`config.mk`:
```
export PLATFORM = sky130hd
export DESIGN_NAME = store_narrow_rmw_flat
export DESIGN_NICKNAME = d
export VERILOG_FILES = /design/src/rtl/store_narrow_rmw_if.sv /design/src/rtl/store_narrow_rmw.sv /design/src/flat_wrapper.sv
export SDC_FILE = /design/constraint.sdc
export NUM_CORES = 1
export LEC_CHECK = 0
export BUFFER_PORTS_ARGS = -buffer_cell sky130_fd_sc_hd__buf_2
export CORE_ASPECT_RATIO = 0.6
export CORE_MARGIN = 1.5
export CORE_UTILIZATION = 49
export CTS_CLUSTER_DIAMETER = 60
export CTS_CLUSTER_SIZE = 28
export DETAILED_ROUTE_END_ITERATION = 6
export GPL_TIMING_DRIVEN = 1
export PLACE_DENSITY_LB_ADDON = 0.08
export SLEW_MARGIN = 20
export SYNTH_ARGS = -nofsm -noshare
export SYNTH_HDL_FRONTEND = slang
export SYNTH_SLANG_ARGS = --single-unit
```
`constraint.sdc`:
```
create_clock -name clk -period 1.96 [get_ports clk]
set_input_delay 0.392 -clock clk [delete_from_list [all_inputs] [get_ports clk]]
set_output_delay 0.392 -clock clk [all_outputs]
set_load 0.01 [all_outputs]
```
`src/rtl/store_narrow_rmw_if.sv`:
```
// rtl/store_narrow_rmw_if.sv - control handshake and data memory port bundle for store_narrow_rmw
interface store_narrow_rmw_if;
    logic        start;
    logic [1:0]  size;
    logic [31:0] addr;
    logic [31:0] wdata;
    logic        busy;
    logic        done;
    logic        misalign_err;
    logic [31:0] mem_addr;
    logic        mem_rd;
    logic        mem_wr;
    logic [31:0] mem_wdata;
    logic [31:0] mem_rdata;
    logic        mem_ready;

    modport slave (
        input  start, size, addr, wdata, mem_rdata, mem_ready,
        output busy, done, misalign_err, mem_addr, mem_rd, mem_wr, mem_wdata
    );

    modport master (
        output start, size, addr, wdata, mem_rdata, mem_ready,
        input  busy, done, misalign_err, mem_addr, mem_rd, mem_wr, mem_wdata
    );
endinterface

```
`src/rtl/store_narrow_rmw.sv`:
```
// rtl/store_narrow_rmw.sv - multicycle byte/halfword/word store unit with read-modify-write
module store_narrow_rmw #(
    parameter bit BIG_ENDIAN = 1'b1
) (
    input  logic              clk,
    input  logic              rst_n,
    store_narrow_rmw_if.slave bus
);

    typedef enum logic [2:0] {
        S_IDLE,
        S_RD_REQ,
        S_WR_REQ,
        S_FIN,
        S_ERR
    } state_t;

    state_t      state_q, state_d;
    logic [31:0] addr_q, addr_d;
    logic [1:0]  size_q, size_d;
    logic [15:0] wdata_q, wdata_d;
    logic [31:0] mem_wdata_q, mem_wdata_d;

    logic        illegal;
    logic [1:0]  lane;
    logic        half;
    logic [31:0] merged;

    always_ff @(posedge clk) begin
        if (!rst_n) begin
            state_q     <= S_IDLE;
            addr_q      <= 32'h0;
            size_q      <= 2'b00;
            wdata_q     <= 16'h0;
            mem_wdata_q <= 32'h0;
        end else begin
            state_q     <= state_d;
            addr_q      <= addr_d;
            size_q      <= size_d;
            wdata_q     <= wdata_d;
            mem_wdata_q <= mem_wdata_d;
        end
    end

    always_comb begin
        illegal = (bus.size == 2'b11)
               || (bus.size == 2'b01 && bus.addr[0])
               || (bus.size == 2'b10 && bus.addr[1:0] != 2'b00);
    end

    // Lane/half selection in memory bit order; only the low byte/halfword of wdata is stored.
    always_comb begin
        lane   = BIG_ENDIAN ? (2'd3 - addr_q[1:0]) : addr_q[1:0];
        half   = BIG_ENDIAN ? ~addr_q[1] : addr_q[1];
        merged = bus.mem_rdata;
        if (size_q == 2'b00) begin
            case (lane)
                2'd0:    merged[7:0]   = wdata_q[7:0];
                2'd1:    merged[15:8]  = wdata_q[7:0];
                2'd2:    merged[23:16] = wdata_q[7:0];
                default: merged[31:24] = wdata_q[7:0];
            endcase
        end else if (half) begin
            merged[31:16] = wdata_q;
        end else begin
            merged[15:0] = wdata_q;
        end
    end

    always_comb begin
        state_d     = state_q;
        addr_d      = addr_q;
        size_d      = size_q;
        wdata_d     = wdata_q;
        mem_wdata_d = mem_wdata_q;
        case (state_q)
            S_IDLE: begin
                if (bus.start) begin
                    addr_d  = bus.addr;
                    size_d  = bus.size;
                    wdata_d = bus.wdata[15:0];
                    if (illegal) begin
                        state_d = S_ERR;
                    end else if (bus.size == 2'b10) begin
                        mem_wdata_d = bus.wdata;
                        state_d     = S_WR_REQ;
                    end else begin
                        state_d = S_RD_REQ;
                    end
                end
            end
            S_RD_REQ: begin
                if (bus.mem_ready) begin
                    mem_wdata_d = merged;
                    state_d     = S_WR_REQ;
                end
            end
            S_WR_REQ: begin
                if (bus.mem_ready) begin
                    state_d = S_FIN;
                end
            end
            S_FIN:   state_d = S_IDLE;
            S_ERR:   state_d = S_IDLE;
            default: state_d = S_IDLE;
        endcase
    end

    assign bus.busy         = (state_q == S_RD_REQ) || (state_q == S_WR_REQ);
    assign bus.done         = (state_q == S_FIN);
    assign bus.misalign_err = (state_q == S_ERR);
    assign bus.mem_rd       = (state_q == S_RD_REQ);
    assign bus.mem_wr       = (state_q == S_WR_REQ);
    assign bus.mem_addr     = {addr_q[31:2], 2'b00};
    assign bus.mem_wdata    = mem_wdata_q;

endmodule

```
`src/flat_wrapper.sv`:
```
// flat-port wrapper written by rule: the top's interface ports become plain ports
module store_narrow_rmw_flat 
#(
    parameter bit BIG_ENDIAN = 1'b1
)
  (clk, rst_n, bus_start, bus_size, bus_addr, bus_wdata, bus_mem_rdata, bus_mem_ready, bus_busy, bus_done, bus_misalign_err, bus_mem_addr, bus_mem_rd, bus_mem_wr, bus_mem_wdata);
  store_narrow_rmw_if bus_i ();
  input  logic clk;
  input  logic rst_n;
  input wire logic [$bits(bus_i.start)-1:0] bus_start;
  input wire logic [$bits(bus_i.size)-1:0] bus_size;
  input wire logic [$bits(bus_i.addr)-1:0] bus_addr;
  input wire logic [$bits(bus_i.wdata)-1:0] bus_wdata;
  input wire logic [$bits(bus_i.mem_rdata)-1:0] bus_mem_rdata;
  input wire logic [$bits(bus_i.mem_ready)-1:0] bus_mem_ready;
  output wire logic [$bits(bus_i.busy)-1:0] bus_busy;
  output wire logic [$bits(bus_i.done)-1:0] bus_done;
  output wire logic [$bits(bus_i.misalign_err)-1:0] bus_misalign_err;
  output wire logic [$bits(bus_i.mem_addr)-1:0] bus_mem_addr;
  output wire logic [$bits(bus_i.mem_rd)-1:0] bus_mem_rd;
  output wire logic [$bits(bus_i.mem_wr)-1:0] bus_mem_wr;
  output wire logic [$bits(bus_i.mem_wdata)-1:0] bus_mem_wdata;
  assign bus_i.start = bus_start;
  assign bus_i.size = bus_size;
  assign bus_i.addr = bus_addr;
  assign bus_i.wdata = bus_wdata;
  assign bus_i.mem_rdata = bus_mem_rdata;
  assign bus_i.mem_ready = bus_mem_ready;
  assign bus_busy = bus_i.busy;
  assign bus_done = bus_i.done;
  assign bus_misalign_err = bus_i.misalign_err;
  assign bus_mem_addr = bus_i.mem_addr;
  assign bus_mem_rd = bus_i.mem_rd;
  assign bus_mem_wr = bus_i.mem_wr;
  assign bus_mem_wdata = bus_i.mem_wdata;
  store_narrow_rmw #(.BIG_ENDIAN(BIG_ENDIAN)) u_core (.clk(clk), .rst_n(rst_n), .bus(bus_i));
endmodule
```
* Word level (Yosys, flattened, before mapping)
Index checks and enable logic that the tools add are counted.
Operators by class: equal/unequal tests 14, reductions and logical operators 14, multiplexer cells 18, add/sub/neg operators 1
Operator list (count):
- two-way mux 32 bit | 5
- case mux 32 bit (2 select lines) | 1
- two-way mux 16 bit | 2
- two-way mux 8 bit | 4
- two-way mux 3 bit | 4
- case mux 3 bit (3 select lines) | 1
- inequality test 2 bit (second input constant) | 4
- == test 2 bit (second input constant) | 3
- == test 3 x 2 -> 1 bit (second input constant) | 2
- AND reduction 5 bit | 1
- == test 2 x 1 -> 1 bit (second input constant) | 2
- zero test 2 bit | 2
- nonzero test 2 bit | 2
- == test 3 x 1 -> 1 bit (second input constant) | 1
- == test 3 bit (second input constant) | 1
- zero test 3 bit | 1
- logical OR 1 bit | 3
- AND reduction 3 bit | 1
- OR reduction 3 bit | 1
- logical AND 1 bit | 2
- two-way mux 2 bit | 1
- inequality test 2 x 1 -> 1 bit (second input constant) | 1
- AND reduction 2 bit | 1
- subtractor 2 bit (first input constant) | 1
Word-level totals: bits of input ports 102, word-level logic and storage cells 52, flip-flop bits (word level) 85

* Longest topological paths before layout
Gate-level depths: netlist of the first run.
depth in word-level cells 7, gate-level depth with buffers 7, mapped depth without buffers 4

* Worst setup path before layout of the first run
OpenSTA, ideal clock, no wires.
kind reg-to-reg, from register u_core.state_q[0], to register u_core.mem_wdata_q[20] (netlist: u_core.bus.mem_wdata[20]), path slack 0.257 ns, required time 1.832 ns, arrival 1.575 ns, cell stages (with the launch flop) 7, period minus slack after synthesis 1.703 ns, buffers on the path 2, cells stage by stage dfxtp_1 > buf_4 > or3b_4 > buf_6 > or4_1 > o311ai_1 > a21boi_1
On the way: word-level cells in the longest chain between the ends 3, elaborated cells on any way between the ends 9, those cells by class 5 x eq/ne; 1 x mux; 3 x reduce/logical
RTL lines:
- from (decl) | RTL line store_narrow_rmw.sv:18 | state_t state_q, state_d;
- from (signal assigned) | RTL line store_narrow_rmw.sv:37 | state_q <= state_d;
- == test 3 x 1 -> 1 bit / zero test 3 bit (equally long branches) | RTL line store_narrow_rmw.sv:76 | case (state_q)
- inequality test 2 bit (no line), or another cell as far along
- AND reduction 5 bit (no line)
- to (signal assigned) | RTL line store_narrow_rmw.sv:41 | mem_wdata_q <= mem_wdata_d;
- to (decl) | RTL line store_narrow_rmw.sv:22 | logic [31:0] mem_wdata_q, mem_wdata_d;
Several ways; a longest one is shown, not always the timed one. A chain may end at the register's enable or synchronous reset.

* Worst setup path after layout of the first run
from register u_core.state_q[0], to output port bus_mem_rd
On the way: word-level cells in the longest chain between the ends 1
RTL lines:
- == test 3 x 1 -> 1 bit | RTL line store_narrow_rmw.sv:112 | assign bus.mem_rd = (state_q == S_RD_REQ);
- to (decl) | RTL line flat_wrapper.sv:20 | output wire logic [$bits(bus_i.mem_rd)-1:0] bus_mem_rd;
Every way passes these cells.

==> results.json, run 1 <==
{
  "cts_max_level": 3,
  "mostFrequentLayoutCells": "168 x buf_2, 124 x nand2_1, 84 x dfxtp_1, 50 x a21oi_1, 41 x a21boi_1",
  "grt_first_pass_wirelength_mm": 19.3,
  "rsz0062_at_grt": "no",
  "p_switching_mw": 1.51,
  "wl_per_cell_um": 16.2,
  "drcViolationCount": 0,
  "die_x_um": 123,
  "portBuffers": 168,
  "ir_drop_uv": 501,
  "io_pins": 171,
  "synthArstFlopShare_pct": 0,
  "core_area_um2": 8490,
  "grt_pass1_vias": 3800,
  "n_antenna_cell": 0,
  "die_h_um": 75.3,
  "syn_area_um2": 4270,
  "synth_edf_count": 0,
  "synthTopCellsByArea": "dfxtp_1 40%, nand2_1 11%, a21boi_1 7.2%, a21oi_1 6.0%, buf_4 5.8%",
  "cts_root_buf": "clkbuf_16",
  "final_common_cell": "buf_2",
  "synth_area_leader_cell": "dfxtp_1",
  "placed_area_um2": 5060,
  "status": "completed",
  "critical_path_class": "reg2out",
  "ys_ff_latch": 85,
  "synth_warnings": 0,
  "crit_start": "u_core.state_q[0]",
  "min-delay-start": "bus_addr[21]",
  "p_leak_nw": 2.44,
  "max_stage_delay_ns": 0.43,
  "powerDensity_nw_per_um2": 938,
  "grt_usage_pct": 27.4,
  "critPathMaxFanout": 9,
  "crit_path_top_delay_cell": "or3b_4",
  "ys.flop_type": "dfxtp_1",
  "netlist_instances": 526,
  "grt_max_degree": 35,
  "cp_cell_sequence": "or3b_4, inv_2, buf_2",
  "cts_buffers": 9,
  "flow.area_growth_from_synthesis_pct": 26.6,
  "clock_latency_ns": 0.34,
  "clockBufferDepth": 2,
  "finalNonFillerCells": 774,
  "finalSetupViolations": 0,
  "drive_gt1_share_pct": 34.6,
  "worstMarginPinSlew_ns": 0.524,
  "clock_power_share_pct": 35.7,
  "hp-class": "in2reg",
  "synth_seq_area_share_pct": 39.9,
  "drtPass1Iterations": 4,
  "setup_tns_ns": 0,
  "crit_arrival_ns": 1.45,
  "antenna_found_initial": 0,
  "fillCellCount": 786,
  "rows": 26,
  "routed_wl_mm": 12.6,
  "synth_top_area_share_pct": 39.9,
  "synth_area_per_cell_um2": 8.11,
  "crit_path_end_kind": "output port",
  "vias_per_cell": 5.56,
  "critPathRequiredTime_ns": 1.57,
  "period_minus_slack_ns": 1.85,
  "maxCapViolCount": 0,
  "dp_hpwl_mm": 8.99,
  "grt_remaining_overflow": 0,
  "skew_ns": 0.00611,
  "synthDistinctLibCells": 40,
  "hold_viol": 0,
  "dieArea_um2": 9290,
  "worst_slew_margin_rel_pct": 64.9,
  "ant_nets": 0,
  "period_share_pct": 94.2,
  "cts_hold_buf": 0,
  "timing.fmax_ghz": 0.542,
  "drtIter0Drc": 345,
  "vias": 4304,
  "p_sw_share_pct": 29.8,
  "cts_tree": "built",
  "routabilityCongestion": 0.834,
  "reg2reg_from": "u_core.state_q[0]",
  "report.final.slew_viol_count": 0,
  "start_kind": "register",
  "power.internal_mw": 3.56,
  "p_comb_share_pct": 24.3,
  "dp_cells": 757,
  "fin_area_um2": 5400,
  "initial_core_util_pct": 50.2,
  "seq_power_share_pct": 40.0,
  "path_clk_slew_ns": 0.06,
  "final_nets": 760,
  "cts_sinks": 85
}
## power groups by stage
stage          logic [mW]  registers (mW)  clock network, mW
6_report             1.23            2.03               1.81
4_1_cts              1.22            2.02               1.85
5_1_grt              1.36            2.05               1.92
3_5_place_dp         1.20            2.05                  0
2_1_floorplan       0.793            2.03                  0
3_3_place_gp         1.19            2.04                  0
## stage by stage
step	utilization, %	power (mW)	hold slack, ns	setup WS [ns]
final	63.6	5.07	0.290	0.114
after global routing	63.6	5.32	0.284	0.0547
after CTS	63.5	5.09	0.280	0.0475
after detailed placement	59.6	3.26	0.443	0.101
after global placement	59.6	3.23	0.437	0.218
after floorplan	-	2.83	0.435	0.257
## path summary, 6_finish.rpt
path / to / slack, ns / cells past startpoint
worst max register to register: u_core.bus.mem_wdata[16] / 0.15 / 5
worst max-delay path: bus_mem_rd / 0.11 / 3
worst min register to register: u_core.bus.mem_wdata[19] / 0.45 / 2
worst min-delay path: u_core.addr_q[21] / 0.29 / 3
## what timing repair did
| item | in CTS | in global routing |
|---|---|---|
| setup endpoints to repair | 1 | 9 |
| gates resized for setup | 0 | 2 |
| cloned | 1 | 0 |
| setup buffers | 1 | 0 |
| pin swaps | 1 | 0 |
## final cells by class
type / instances / area (um2) / area share (%)
well taps: 112 / 140 / 2.59
clock buffers: 11 / 243 / 4.49
flip-flops and latches: 85 / 1700 / 31.5
clock inverters: 4 / 72.6 / 1.34
repair buffers: 195 / 1070 / 19.8
multi-input cells: 366 / 2170 / 40.2
inverters: 1 / 3.75 / 0.0695
## Yosys cell counts, types with 9 or more instances
cell      number
a21boi_0      25
a21boi_1      41
a21o_1         9
a21oi_1       51
buf_2         14
buf_4         33
clkbuf_1      27
dfxtp_1       85
nand2_1      124
o21ai_0       24
or4_1         16
## sequential cells by signal, summed over array words and instances, names as in the netlist
name,flops
u_core.state_q,3
u_core.addr_q,32
u_core.size_q,2
u_core.wdata_q,16
u_core.bus.mem_wdata,32
## routing by layer
layer	GRT usage [%]	share of wire, %	routed length [um]
met1	41.2	48	6070
met2	38.1	41	5190
met3	7.80	9.7	1220
met4	7.02	0.83	105
met5	0	0	0
## logic make-up (layout without fill, tap and decap cells)
family / Yosys count / in the layout / synth area share, %
buffers and inverters: 77 / 211 / 10.3
DFF: 85 / 85 / 39.9
and+or+nand+nor: 158 / 159 / 17.2
other: 1 / 2 / 0.0879
AOI/OAI and AO/OA: 205 / 205 / 32.6
## worst max-delay path, delay by kind of cell (launching register included)
family | cells | cell delay [ns]
DFF | 1 | 0.38
and+or+nand+nor | 1 | 0.43
buffers and inverters | 2 | 0.31
Note: power is estimated with default switching activity, not from simulation.
==> inputs of run 2 (changes only) <==
Settings changed: GPL_TIMING_DRIVEN 1 to 0.
==> run 2 against run 1 <==
Cell count is 6.7% higher. Register-to-register slack worse by 0.06 ns. Count of clock-buffer cells in the layout stayed put. Maximum frequency is 3.4% lower. Power is 6.0% higher. Setup slack worse by 0.065 ns.
==> results.json, run 2 (synthesized netlist as in run 1, its figures left out) <==
{
  "setup_tns_ns": 0,
  "final_nets": 811,
  "dp_cells": 807,
  "routabilityCongestion": 0.919,
  "die_h_um": 75.3,
  "fin_ws_ns": 0.0487,
  "p_leak_nw": 2.63,
  "cts_tree": "built",
  "die_x_um": 123,
  "mostFrequentLayoutCells": "180 x buf_2, 124 x nand2_1, 83 x dfxtp_1, 49 x a21oi_1, 41 x a21boi_1",
  "dr_wl_met3_mm": 1.54,
  "powerDensity_nw_per_um2": 942,
  "skew_ns": 0.00885,
  "pre_cts_slack_ns": -0.234,
  "ant_nets": 0,
  "clock_power_share_pct": 37.4,
  "portBuffers": 168,
  "status": "completed",
  "drtIter0Drc": 377,
  "dp_hpwl_mm": 10.1,
  "critPathRequiredTime_ns": 1.57,
  "routed_wl_mm": 13.6,
  "hold_viol": 0,
  "hold-worst-slack_ns": 0.290,
  "critical_path_class": "reg2out",
  "finalPower_mw": 5.37,
  "routedLengthMet1_mm": 6.25,
  "grt_first_pass_wirelength_mm": 20.8,
  "vias_per_cell": 5.60,
  "placed_area_um2": 5250,
  "r2r_cells": 6,
  "p_sw_share_pct": 30.0,
  "report.final.slew_viol_count": 0,
  "start_kind": "register",
  "grt_max_degree": 17,
  "hp-class": "in2reg",
  "path_clk_slew_ns": 0.06,
  "critPathMaxFanout": 10,
  "worstMarginPinSlew_ns": 0.626,
  "drtPass1Iterations": 5,
  "seq_power_share_pct": 37.4,
  "io_pins": 171,
  "fin_util_pct": 67.2,
  "period_share_pct": 97.5,
  "cts_root_buf": "clkbuf_16",
  "worst_slew_margin_rel_pct": 58.3,
  "rows": 26,
  "finalSetupViolations": 0,
  "wl_per_cell_um": 16.5,
  "clockBufferDepth": 2,
  "rsz0062_at_grt": "no",
  "finalNonFillerCells": 826,
  "dr.max_layer_used": "met4",
  "initial_core_util_pct": 50.2,
  "p_comb_share_pct": 25.2,
  "p_switching_mw": 1.61,
  "ir_drop_uv": 618,
  "grt_usage_pct": 29.8,
  "dieArea_um2": 9290,
  "clock_latency_ns": 0.35,
  "timing.fmax_ghz": 0.523,
  "crit_arrival_ns": 1.52,
  "grt_remaining_overflow": 0,
  "period_minus_slack_ns": 1.91,
  "core_area_um2": 8490,
  "fin_area_um2": 5700,
  "vias": 4625,
  "crit_path_end_kind": "output port",
  "antenna_found_initial": 0,
  "flow.area_growth_from_synthesis_pct": 33.7,
  "power.internal_mw": 3.76,
  "maxCapViolCount": 0,
  "drive_gt1_share_pct": 36.7,
  "dr_wl_met2_mm": 5.68,
  "n_antenna_cell": 0,
  "cts_sinks": 85,
  "cts_buffers": 9,
  "drcViolationCount": 0,
  "whs_path_depth": 2,
  "grt_pass1_vias": 4046,
  "final_common_cell": "buf_2",
  "cts_max_level": 3
}
[run 2: changes by cell type in the layout (fill, tap and decap cells not counted), moves of 2 or more]
| cell | change |
|---|---|
| clkinv_4 | +2 |
| buf_4 | +13 |
| buf_8 | +2 |
| clkbuf_1 | +20 |
| buf_2 | +12 |
| dfxtp_4 | +2 |
| clkbuf_2 | +4 |
| buf_12 | -2 |
[run 2: final cells by class]
type                            instances  area (um2)
Buffer                                 73         442
Clock buffer                           11         243
Clock inverter                          5         108
Fill cell                             766        2790
Inverter                                1        8.76
Multi-Input combinational cell        365        2160
Sequential cell                        85        1710
Tap cell                              112         140
Timing Repair Buffer                  174         892
[run 2: worst paths after layout]
kind | from | endpoint | slack (ns)
hold reg to reg | u_core.bus.mem_wdata[22] | u_core.bus.mem_wdata[22] | 0.46
setup reg to reg | u_core.size_q[0] | u_core.bus.mem_wdata[26] | 0.09
setup / recovery | u_core.state_q[2] | bus_mem_rd | 0.05
hold / removal | bus_mem_ready | u_core.state_q[0] | 0.29
[run 2: power by group through the flow]
stage | registers [mW] | logic, mW | clock network (mW)
2_1_floorplan | 2.03 | 0.793 | 0
3_3_place_gp | 2.02 | 1.24 | 0
3_5_place_dp | 2.03 | 1.27 | 0
4_1_cts | 2.00 | 1.31 | 2.02
5_1_grt | 2.02 | 1.48 | 2.10
6_report | 2.01 | 1.36 | 2.01
[run 2: worst max-delay path, stage by stage (launching register included)]
cell	delay (ns)
dfxtp_4	0.37
or3b_4	0.44
buf_8	0.18
inv_6	0.08
buf_6	0.10
[run 2: metal layers]
| layer | vias to the layer above | track usage, % |
|---|---|---|
| li1 | 2199 | - |
| met3 | 16 | 8.64 |
| met1 | 2168 | 42.7 |
| met2 | 242 | 44.1 |
| met4 | 0 | 7.92 |
| met5 | - | 0 |
[run 2: what timing repair did]
| action | CTS | global route |
|---|---|---|
| endpoints found under the setup margin | 3 | 54 |
| hold buffers | 0 | 0 |
| pin swaps | 0 | 1 |
| gates resized for setup | 11 | 19 |
| buffers inserted | 3 | 3 |
